`src/rtl/ram_mux_arbiter.sv`:
```
// Time-slot arbiter sharing one RAM between video refresh and CPU accesses.
// Optional macro RAM_ARB_BLANK_STEAL_EN lets a pending CPU access take a video slot during blanking.
module ram_mux_arbiter #(
   parameter int SLOT_LEN = 2,
   parameter int DW       = 8
) (
   input  logic          clk,
   input  logic          rst,
   input  logic          cpu_req,
   input  logic          cpu_wr,
   input  logic [DW-1:0] cpu_wdata,
   input  logic          vid_blank,
   input  logic [DW-1:0] ram_din,
   output logic          g,
   output logic          sela,
   output logic          ram_we,
   output logic [DW-1:0] ram_dout,
   output logic          cpu_ack,
   output logic [DW-1:0] cpu_rdata,
   output logic          vid_valid,
   output logic [DW-1:0] vid_data
);
   localparam int CW = (SLOT_LEN > 32'sd2) ? $clog2(SLOT_LEN) : 32'sd1;
   localparam logic [CW-1:0] LAST = CW'(SLOT_LEN - 32'sd1);

   typedef enum logic {S_VID = 1'b0, S_CPU = 1'b1} slot_t;

   logic [CW-1:0] cnt_r, cnt_nxt_s;
   slot_t         slot_r, slot_nxt_s;
   logic          run_r;
   logic          acc_r, acc_nxt_s;
   logic          wr_r, wr_nxt_s;
   logic          start_s, req_s, steal_s, last_nxt_s;
   logic          g_r, sela_r, ram_we_r, cpu_ack_r, vid_valid_r;
   logic          g_nxt_s, sela_nxt_s, we_nxt_s, ack_nxt_s, vv_nxt_s;
   logic [DW-1:0] ram_dout_r, cpu_rdata_r, vid_data_r;

   // A request still high during its own ACK cycle belongs to the finished access
   assign req_s = cpu_req & ~cpu_ack_r;

`ifdef RAM_ARB_BLANK_STEAL_EN
   assign steal_s = vid_blank & req_s;
`else
   logic unused_s;
   assign unused_s = vid_blank;
   assign steal_s  = 1'b0;
`endif

   // Slot sequencing; the access decision is taken only at slot boundaries
   always_comb begin
      cnt_nxt_s  = cnt_r;
      slot_nxt_s = slot_r;
      acc_nxt_s  = acc_r;
      wr_nxt_s   = wr_r;
      start_s    = 1'b0;
      if (!run_r) begin
         cnt_nxt_s  = {CW{1'b0}};
         slot_nxt_s = S_VID;
         start_s    = steal_s;
         acc_nxt_s  = steal_s;
         wr_nxt_s   = steal_s & cpu_wr;
      end else if (cnt_r == LAST) begin
         cnt_nxt_s = {CW{1'b0}};
         case (slot_r)
            S_VID: begin
               slot_nxt_s = S_CPU;
               start_s    = req_s;
            end
            S_CPU: begin
               slot_nxt_s = S_VID;
               start_s    = steal_s;
            end
            default: begin
               slot_nxt_s = S_VID;
               start_s    = 1'b0;
            end
         endcase
         acc_nxt_s = start_s;
         wr_nxt_s  = start_s ? cpu_wr : wr_r;
      end else begin
         cnt_nxt_s = cnt_r + CW'(1'b1);
      end
   end

   // Next values of the registered mux controls and strobes
   always_comb begin
      last_nxt_s = (cnt_nxt_s == LAST);
      g_nxt_s    = (slot_nxt_s == S_VID) | acc_nxt_s;
      sela_nxt_s = acc_nxt_s;
      we_nxt_s   = acc_nxt_s & wr_nxt_s & last_nxt_s;
      ack_nxt_s  = acc_nxt_s & last_nxt_s;
      vv_nxt_s   = (slot_nxt_s == S_VID) & ~acc_nxt_s & last_nxt_s;
   end

   // State and output registers
   always_ff @(posedge clk) begin
      if (rst) begin
         cnt_r       <= {CW{1'b0}};
         slot_r      <= S_VID;
         run_r       <= 1'b0;
         acc_r       <= 1'b0;
         wr_r        <= 1'b0;
         g_r         <= 1'b0;
         sela_r      <= 1'b0;
         ram_we_r    <= 1'b0;
         cpu_ack_r   <= 1'b0;
         vid_valid_r <= 1'b0;
         ram_dout_r  <= {DW{1'b0}};
         cpu_rdata_r <= {DW{1'b0}};
         vid_data_r  <= {DW{1'b0}};
      end else begin
         cnt_r       <= cnt_nxt_s;
         slot_r      <= slot_nxt_s;
         run_r       <= 1'b1;
         acc_r       <= acc_nxt_s;
         wr_r        <= wr_nxt_s;
         g_r         <= g_nxt_s;
         sela_r      <= sela_nxt_s;
         ram_we_r    <= we_nxt_s;
         cpu_ack_r   <= ack_nxt_s;
         vid_valid_r <= vv_nxt_s;
         if (start_s) begin
            ram_dout_r <= cpu_wdata;
         end
         if (ack_nxt_s && !wr_nxt_s) begin
            cpu_rdata_r <= ram_din;
         end
         if (vv_nxt_s) begin
            vid_data_r <= ram_din;
         end
      end
   end

   assign g         = g_r;
   assign sela      = sela_r;
   assign ram_we    = ram_we_r;
   assign ram_dout  = ram_dout_r;
   assign cpu_ack   = cpu_ack_r;
   assign cpu_rdata = cpu_rdata_r;
   assign vid_valid = vid_valid_r;
   assign vid_data  = vid_data_r;

endmodule
```
`config.mk`:
```
export PLATFORM = sky130hd
export DESIGN_NAME = ram_mux_arbiter
export DESIGN_NICKNAME = d
export VERILOG_FILES = /design/src/rtl/ram_mux_arbiter.sv
export SDC_FILE = /design/constraint.sdc
export NUM_CORES = 1
export LEC_CHECK = 0
export ABC_AREA = 1
export BUFFER_PORTS_ARGS = -buffer_cell sky130_fd_sc_hd__buf_2
export CORE_MARGIN = 10
export CORE_UTILIZATION = 45
export DETAILED_ROUTE_END_ITERATION = 16
export PLACE_DENSITY = 0.74
export SYNTH_ARGS = -nofsm -noshare
export SYNTH_HDL_FRONTEND = slang
export SYNTH_SLANG_ARGS = --single-unit
export TNS_END_PERCENT = 100
```
`constraint.sdc`:
```
create_clock -name clk -period 2.9 [get_ports clk]
set_input_delay 0.87 -clock clk [delete_from_list [all_inputs] [get_ports clk]]
set_output_delay 0.87 -clock clk [all_outputs]
set_load 0.005 [all_outputs]
```
==> summary.md, run 1 <==
| Metric | Value |
|---|---|
| Initial antenna violation count | `0` |
| Io pins | `50` |
| Crit path buf inv count | `1` |
| DPL Wire Length | `~2100 µm` |
| Register area | `around 660 µm²` |
| Fraction of layout cells with a size suffix above 1 | `approximately a quarter` |
| Gr ovfl total | `0` |
| Crit path DAT | `between 0.9 and 1 ns` |
| Sw frac | `between 20% and 30%` |
| Number of buffers created by CTS | `5` |
| Slew Viols, Final | `0` |
| Post-CTS sizing | `0` |
| Clock transition at the registers of the reported paths | `~0.090 ns` |
| Setup TNS | `0 ns` |
| CTS Hold Bufs | `0` |
| CTS tree | `done` |
| Syn Area/Cell | `about 7 µm²` |
| Min Tclk post-route | `~1.8 ns` |
| Die Y | `between 70 and 80 µm` |
| Most frequent cells in the layout | `nand2_1, nor2_1, buf_2` |
| Post-route setup slack | `~1.1 ns` |
| Initial Utilization | `approximately 48%` |
| Area occupied by multi-input gates | `roughly 500 µm²` |
| Measured slew at the worst slew-check pin | `~0.35 ns` |
| DR vias/cell | `4.24` |
| Power Total | `approximately 0.8 mW` |
| Hold path depth | `4` |
| Clk sinks | `33` |
| Tcrit/Tclk final | `between 60% and 70%` |
| Worst endpoint required time | `2.03 ns` |
| Vias in the first global route | `1028` |
| NumNets Final | `roughly 270` |
| Peak VDD IR | `395 µV` |
| Rows | `19` |
| Vias | `1163` |
| Placeable Area | `2780 µm²` |
| RD Place Congestion | `0.825` |
| Hold Crit Class | `reg2reg` |
| CTS HTree Levels | `2` |
| Drt pass-1 iters | `4` |
| Cell variety after synth | `16` |
| Slowest library cell on the worst path | `dfxtp_1` |
| Latest clock arrival within the worst-skew pair | `0.32 ns` |
| Routed length per instance | `between 10 and 15 µm` |
| Cell family with most CP delay | `flip-flops` |
| CP Class | `reg2out` |
| Syn Inst Count | `between 150 and 200` |
| Seq/Total Area, Yosys | `between 40% and 50%` |
| Max cap viols | `0` |
| Buffers inserted by post-CTS timing repair | `0` |
| Largest net degree at the start of global routing | `21` |
| R2R cell count | `3` |
| Post-Place Setup Slack | `around 1.2 ns` |
| Hold Vio Cnt, Final | `0` |
| Rel. slew slack | `76.5%` |
| Initial detailed-routing violation count | `between 50 and 60` |
| DRC Markers | `0` |
| # diodes | `0` |
| Crit Path Max Fanout | `4` |
| Status | `completed` |
| Cell area after synthesis | `between 1000 and 1500 µm²` |
| Critical Path End Type | `primary output` |
| Sequential share of power | `60.4%` |
| CP cell instances | `buf_2` |
| Fillers | `between 200 and 300` |
| Die X | `74.4 µm` |
| RSZ-0062 raised after global routing | `false` |
| Max Root-Sink Buffers | `2` |
| Area growth syn-to-layout | `22.0%` |
| Seq cells post-synth | `33` |
| Most common cell after layout, fill and taps aside | `nand2_1` |
| Total Wirelength | `between 2000 and 3000 µm` |
| IO buf count | `48` |
| Critical Path Source Type | `register` |
| LEAKAGE | `slightly below 1 nW` |
| Root Buffer | `clkbuf_4` |
| Clock Skew | `between 0.008 and 0.009 ns` |
| Total GRT Usage | `between 10 and 15%` |
| Synth warn | `0` |
| Pwr Density | `between 400 and 500 nW/µm²` |
| First-pass GRT wire length | `4470 µm` |
| Final setup fails | `0` |
| Fmax | `around 560 MHz` |
| Combinational power share | `a little under an eighth` |
| Psw | `just over 0.2 mW` |
| Post-route ant nets | `0` |
| Critical path depth in cells | `1` |
| Int Pwr | `about 0.6 mW` |
| CP max stage delay | `0.43 ns` |
| Die area | `roughly 5500 µm²` |
| Clock power share | `27.8%` |
| Synth Net Count | `between 200 and 250` |
==> sequential cells by signal (all words and copies together) (netlist names) <==
signal,cells
vid_data,8
cpu_ack,1
cpu_rdata,8
g,1
run_r,1
cnt_r,1
ram_we,1
vid_valid,1
sela,1
slot_r,1
ram_dout,8
wr_r,1
==> logic make-up (layout without fill, tap and decap cells) <==
logic type	count (synthesis)	in the layout	share of synthesized area (%)
and+or+nand+nor	118	118	37.0
AOI/OAI and AO/OA	2	2	0.751
DFF	33	33	49.6
buffers and inverters	40	90	12.6
==> cells in the mapped netlist, drive strengths merged <==
cell	count	area (µm²)
a21oi	1	5.00
clkbuf	1	3.75
clkinv	1	3.75
nand4	3	48.8
buf	4	32.5
nand2	56	210
o21ai	1	5.00
inv	34	128
nor2	55	206
dfxtp	33	661
nand3	3	20.0
nand3b	1	7.51
==> metal layers <==
metal  GRT usage, %  part of all wire (%)
met2           15.8                    46
met3           7.05                    10
met1           11.0                    43
met5              0                     0
met4           4.27                  0.89
==> power by group through the flow <==
stage	clock network (mW)	logic, mW	registers (mW)
floorplan	0	0.0537	0.498
global placement	0	0.0963	0.495
detailed placement	0	0.0967	0.495
CTS	0.233	0.0974	0.485
global route	0.252	0.112	0.487
finish	0.223	0.0952	0.485
==> area by class of cell <==
| class | count | share of cell area, % |
|---|---|---|
| clock buffers | 5 | 2.31 |
| clock inverters | 1 | 0.308 |
| inverters | 35 | 8.09 |
| multi-input cells | 120 | 31.0 |
| flip-flops and latches | 33 | 40.7 |
| well taps | 31 | 2.39 |
| repair buffers | 49 | 15.3 |
==> final timing paths <==
| check | endpoint | slack [ns] | startpoint |
|---|---|---|---|
| hold / removal | ram_dout[0]$_SDFFE_PP0P_ | 0.51 | ram_dout[0]$_SDFFE_PP0P_ |
| setup reg to reg | ram_dout[1]$_SDFFE_PP0P_ | 1.70 | run_r$_DFF_P_ |
| hold reg to reg | ram_dout[0]$_SDFFE_PP0P_ | 0.51 | ram_dout[0]$_SDFFE_PP0P_ |
| setup / recovery | sela | 1.12 | sela$_SDFF_PP0_ |
==> stage by stage <==
step / cells / hold WS, ns / utilization (%) / area (µm²)
after floorplan: 193 / 0.505 / - / 1330
after global placement: 268 / 0.494 / 56.9 / 1580
after detailed placement: 268 / 0.498 / 56.9 / 1580
after CTS: 274 / 0.513 / 58.4 / 1620
after global routing: 274 / 0.548 / 58.4 / 1620
final: 274 / 0.512 / 58.4 / 1620
Note: power is estimated with default switching activity, not from simulation.
==> run 2, diff against run 1 <==
==> constraint.sdc (replaced) <==
create_clock -name clk -period 1.85 [get_ports clk]
set_input_delay 0.555 -clock clk [delete_from_list [all_inputs] [get_ports clk]]
set_output_delay 0.555 -clock clk [all_outputs]
set_load 0.005 [all_outputs]
==> run 2 against run 1 <==
Compared with the run above:
- via count rose by 2.4%
- non-clock buffer count did not move
- critical endpoint unchanged
- utilization rose by 0.45 points
- largest power group unchanged
- first-iteration DRC count rose by 16%
==> summary.md, run 2 (synthesis gave the netlist of run 1 again) <==
| Metric | Value |
|---|---|
| Highest routed metal layer | `met4` |
| Measured slew at the worst slew-check pin | `0.355 ns (+0.00365 ns)` |
| Final setup fails | `0 (unchanged)` |
| Critical Path End Type | `primary output` |
| FF-to-FF End | `ram_dout[5]$_SDFFE_PP0P_` |
| DR WL met2 | `1420 µm (+9.0%)` |
| DRC Markers | `0 (unchanged)` |
| CP cell instances | `buf_2` |
| Crit path buf inv count | `1 (unchanged)` |
| Peak VDD IR | `585 µV (+48%)` |
| Buffers inserted by post-CTS timing repair | `0 (unchanged)` |
| Clk sinks | `33 (unchanged)` |
| Pwr Density | `801 nW/µm² (+62%)` |
| Placeable Area | `2780 µm² (unchanged)` |
| Rel. slew slack | `76.3% (-0.24 points)` |
| CP max stage delay | `0.43 ns (about the same)` |
| Number of buffers created by CTS | `5 (unchanged)` |
| RD Place Congestion | `0.815 (-1.2%)` |
| Cell family with most CP delay | `flip-flops` |
| Worst endpoint required time | `1.29 ns (-0.74 ns)` |
| Clock Skew | `0.00646 ns (-0.00231 ns)` |
| CP Class | `reg2out` |
| DR vias/cell | `4.33 (+2.0%)` |
| Gr ovfl total | `0 (unchanged)` |
| Slew Viols, Final | `0 (unchanged)` |
| Area occupied by multi-input gates | `503 µm² (unchanged)` |
| Hold WS | `0.448 ns (-0.0644 ns)` |
| Die Y | `74.4 µm (unchanged)` |
| Status | `completed` |
| Root Buffer | `clkbuf_4` |
| IO buf count | `48 (unchanged)` |
| Critical Path Source Type | `register` |
| Total GRT Usage | `11.1% (+0.78 points)` |
| Latest clock arrival within the worst-skew pair | `0.33 ns (about the same)` |
| Post-route setup slack | `0.389 ns (-0.734 ns)` |
| Reg2reg start | `run_r$_DFF_P_` |
| Hold Crit Class | `in2reg` |
| CTS Hold Bufs | `0 (unchanged)` |
| Max cap viols | `0 (unchanged)` |
| Crit Path Max Fanout | `4 (unchanged)` |
| Crit path DAT | `0.91 ns (about the same)` |
| Hold path depth | `3 (-1)` |
| Fmax | `about 700 MHz` |
| Io pins | `50 (unchanged)` |
| Max Root-Sink Buffers | `2 (unchanged)` |
| RSZ-0062 raised after global routing | `false` |
| NumNets Final | `265 (unchanged)` |
| Post-Place Setup Slack | `0.385 ns (-0.773 ns)` |
| Tcrit/Tclk final | `between 70% and 80%` |
| Post-route ant nets | `0 (unchanged)` |
| Metal3 WL | `338 µm (+15%)` |
| Routed length per instance | `10.6 µm (+2.7%)` |
| Clock transition at the registers of the reported paths | `0.09 ns (about the same)` |
| Initial antenna violation count | `0 (unchanged)` |
| # diodes | `0 (unchanged)` |
| HP Start | `cpu_wdata[1]` |
| LEAKAGE | `0.972 nW (+0.46%)` |
| Min Tclk post-route | `around 1.5 ns` |
| Drt pass-1 iters | `4 (unchanged)` |
| Die area | `5530 µm² (unchanged)` |
| Initial detailed-routing violation count | `64 (+16%)` |
| Die X | `74.4 µm (unchanged)` |
| Register area | `661 µm² (unchanged)` |
| Most frequent cells in the layout | `nand2_1, nor2_1, buf_2` |
| Total Wirelength | `2910 µm (+3.0%)` |
| Flop-to-flop setup slack | `0.65 ns (-1.05 ns)` |
| Area growth syn-to-layout | `22.9%` |
| Slowest library cell on the worst path | `dfxtp_1` |
| Largest net degree at the start of global routing | `20 (-4.8%)` |
| Most common cell after layout, fill and taps aside | `nand2_1` |
| Post-CTS sizing | `0 (unchanged)` |
| DPL Wire Length | `2190 µm (+1.9%)` |
| Fillers | `277 (-6.4%)` |
| Vias | `1191 (+2.4%)` |
| Metal-1 WL | `1080 µm (-9.8%)` |
| Setup TNS | `0 ns (unchanged)` |
| CTS HTree Levels | `2 (unchanged)` |
| Vias in the first global route | `1139 (+11%)` |
| Power Total | `1.31 mW (+63%)` |
| R2R cell count | `3 (unchanged)` |
| CTS tree | `done` |
| First-pass GRT wire length | `4770 µm (+6.6%)` |
| Worst Hold Path EP | `ram_dout[1]$_SDFFE_PP0P_` |
| Rows | `19 (unchanged)` |
| Initial Utilization | `47.9% (unchanged)` |
| Hold Vio Cnt, Final | `0 (unchanged)` |
| Fraction of layout cells with a size suffix above 1 | `24.2% (-0.10 points)` |
run 2: changes by cell type in the layout (fill, tap and decap cells not counted):
cell | previous run | this run
clkinv_2 | 1 | 0
clkbuf_8 | 0 | 1
clkbuf_1 | 0 | 1
run 2: cell type report:
| type | count | area share, % |
|---|---|---|
| clock buffer | 7 | 3.36 |
| inverter | 35 | 8.03 |
| multi-input combinational | 120 | 30.7 |
| sequential | 33 | 40.4 |
| tap | 31 | 2.37 |
| timing repair buffer | 49 | 15.1 |
run 2: how the worst max path moves through the flow:
stage                     from                   endpoint  depth (start not counted)
2_1_floorplan          cpu_req   ram_dout[0]$_SDFFE_PP0P_                          6
3_3_place_gp               rst   ram_dout[7]$_SDFFE_PP0P_                          5
3_5_place_dp               rst  cpu_rdata[7]$_SDFFE_PP0P_                          5
4_1_cts        sela$_SDFF_PP0_                       sela                          1
5_1_grt        sela$_SDFF_PP0_                       sela                          1
6_report       sela$_SDFF_PP0_                       sela                          1
run 2: metal layers:
metal  global-route usage (%)  vias to the layer above
li1                         -                      654
met1                     10.7                      500
met2                     17.9                       30
met3                     6.65                        7
met4                     6.71                        0
met5                        0                        -
run 2: through the flow:
step	utilization, %	area (µm²)	std cells
finish	58.8	1640	275
global route	58.8	1640	275
CTS	58.8	1640	275
detailed placement	56.9	1580	268
global placement	56.9	1580	268
floorplan	-	1330	193
run 2: worst register-to-register path, cell delays in order, from the launching register on:
cell and delay (ns):
dfxtp_1 0.54, nand3_2 0.32, nor2_1 0.19, nor2_1 0.06
run 2: where the power goes:
| group | switching (mW) | internal (mW) | leakage, nW |
|---|---|---|---|
| combinational | 0.0842 | 0.0644 | 0.671 |
| clock | 0.223 | 0.179 | 0.0314 |
| sequential | 0.0178 | 0.742 | 0.270 |
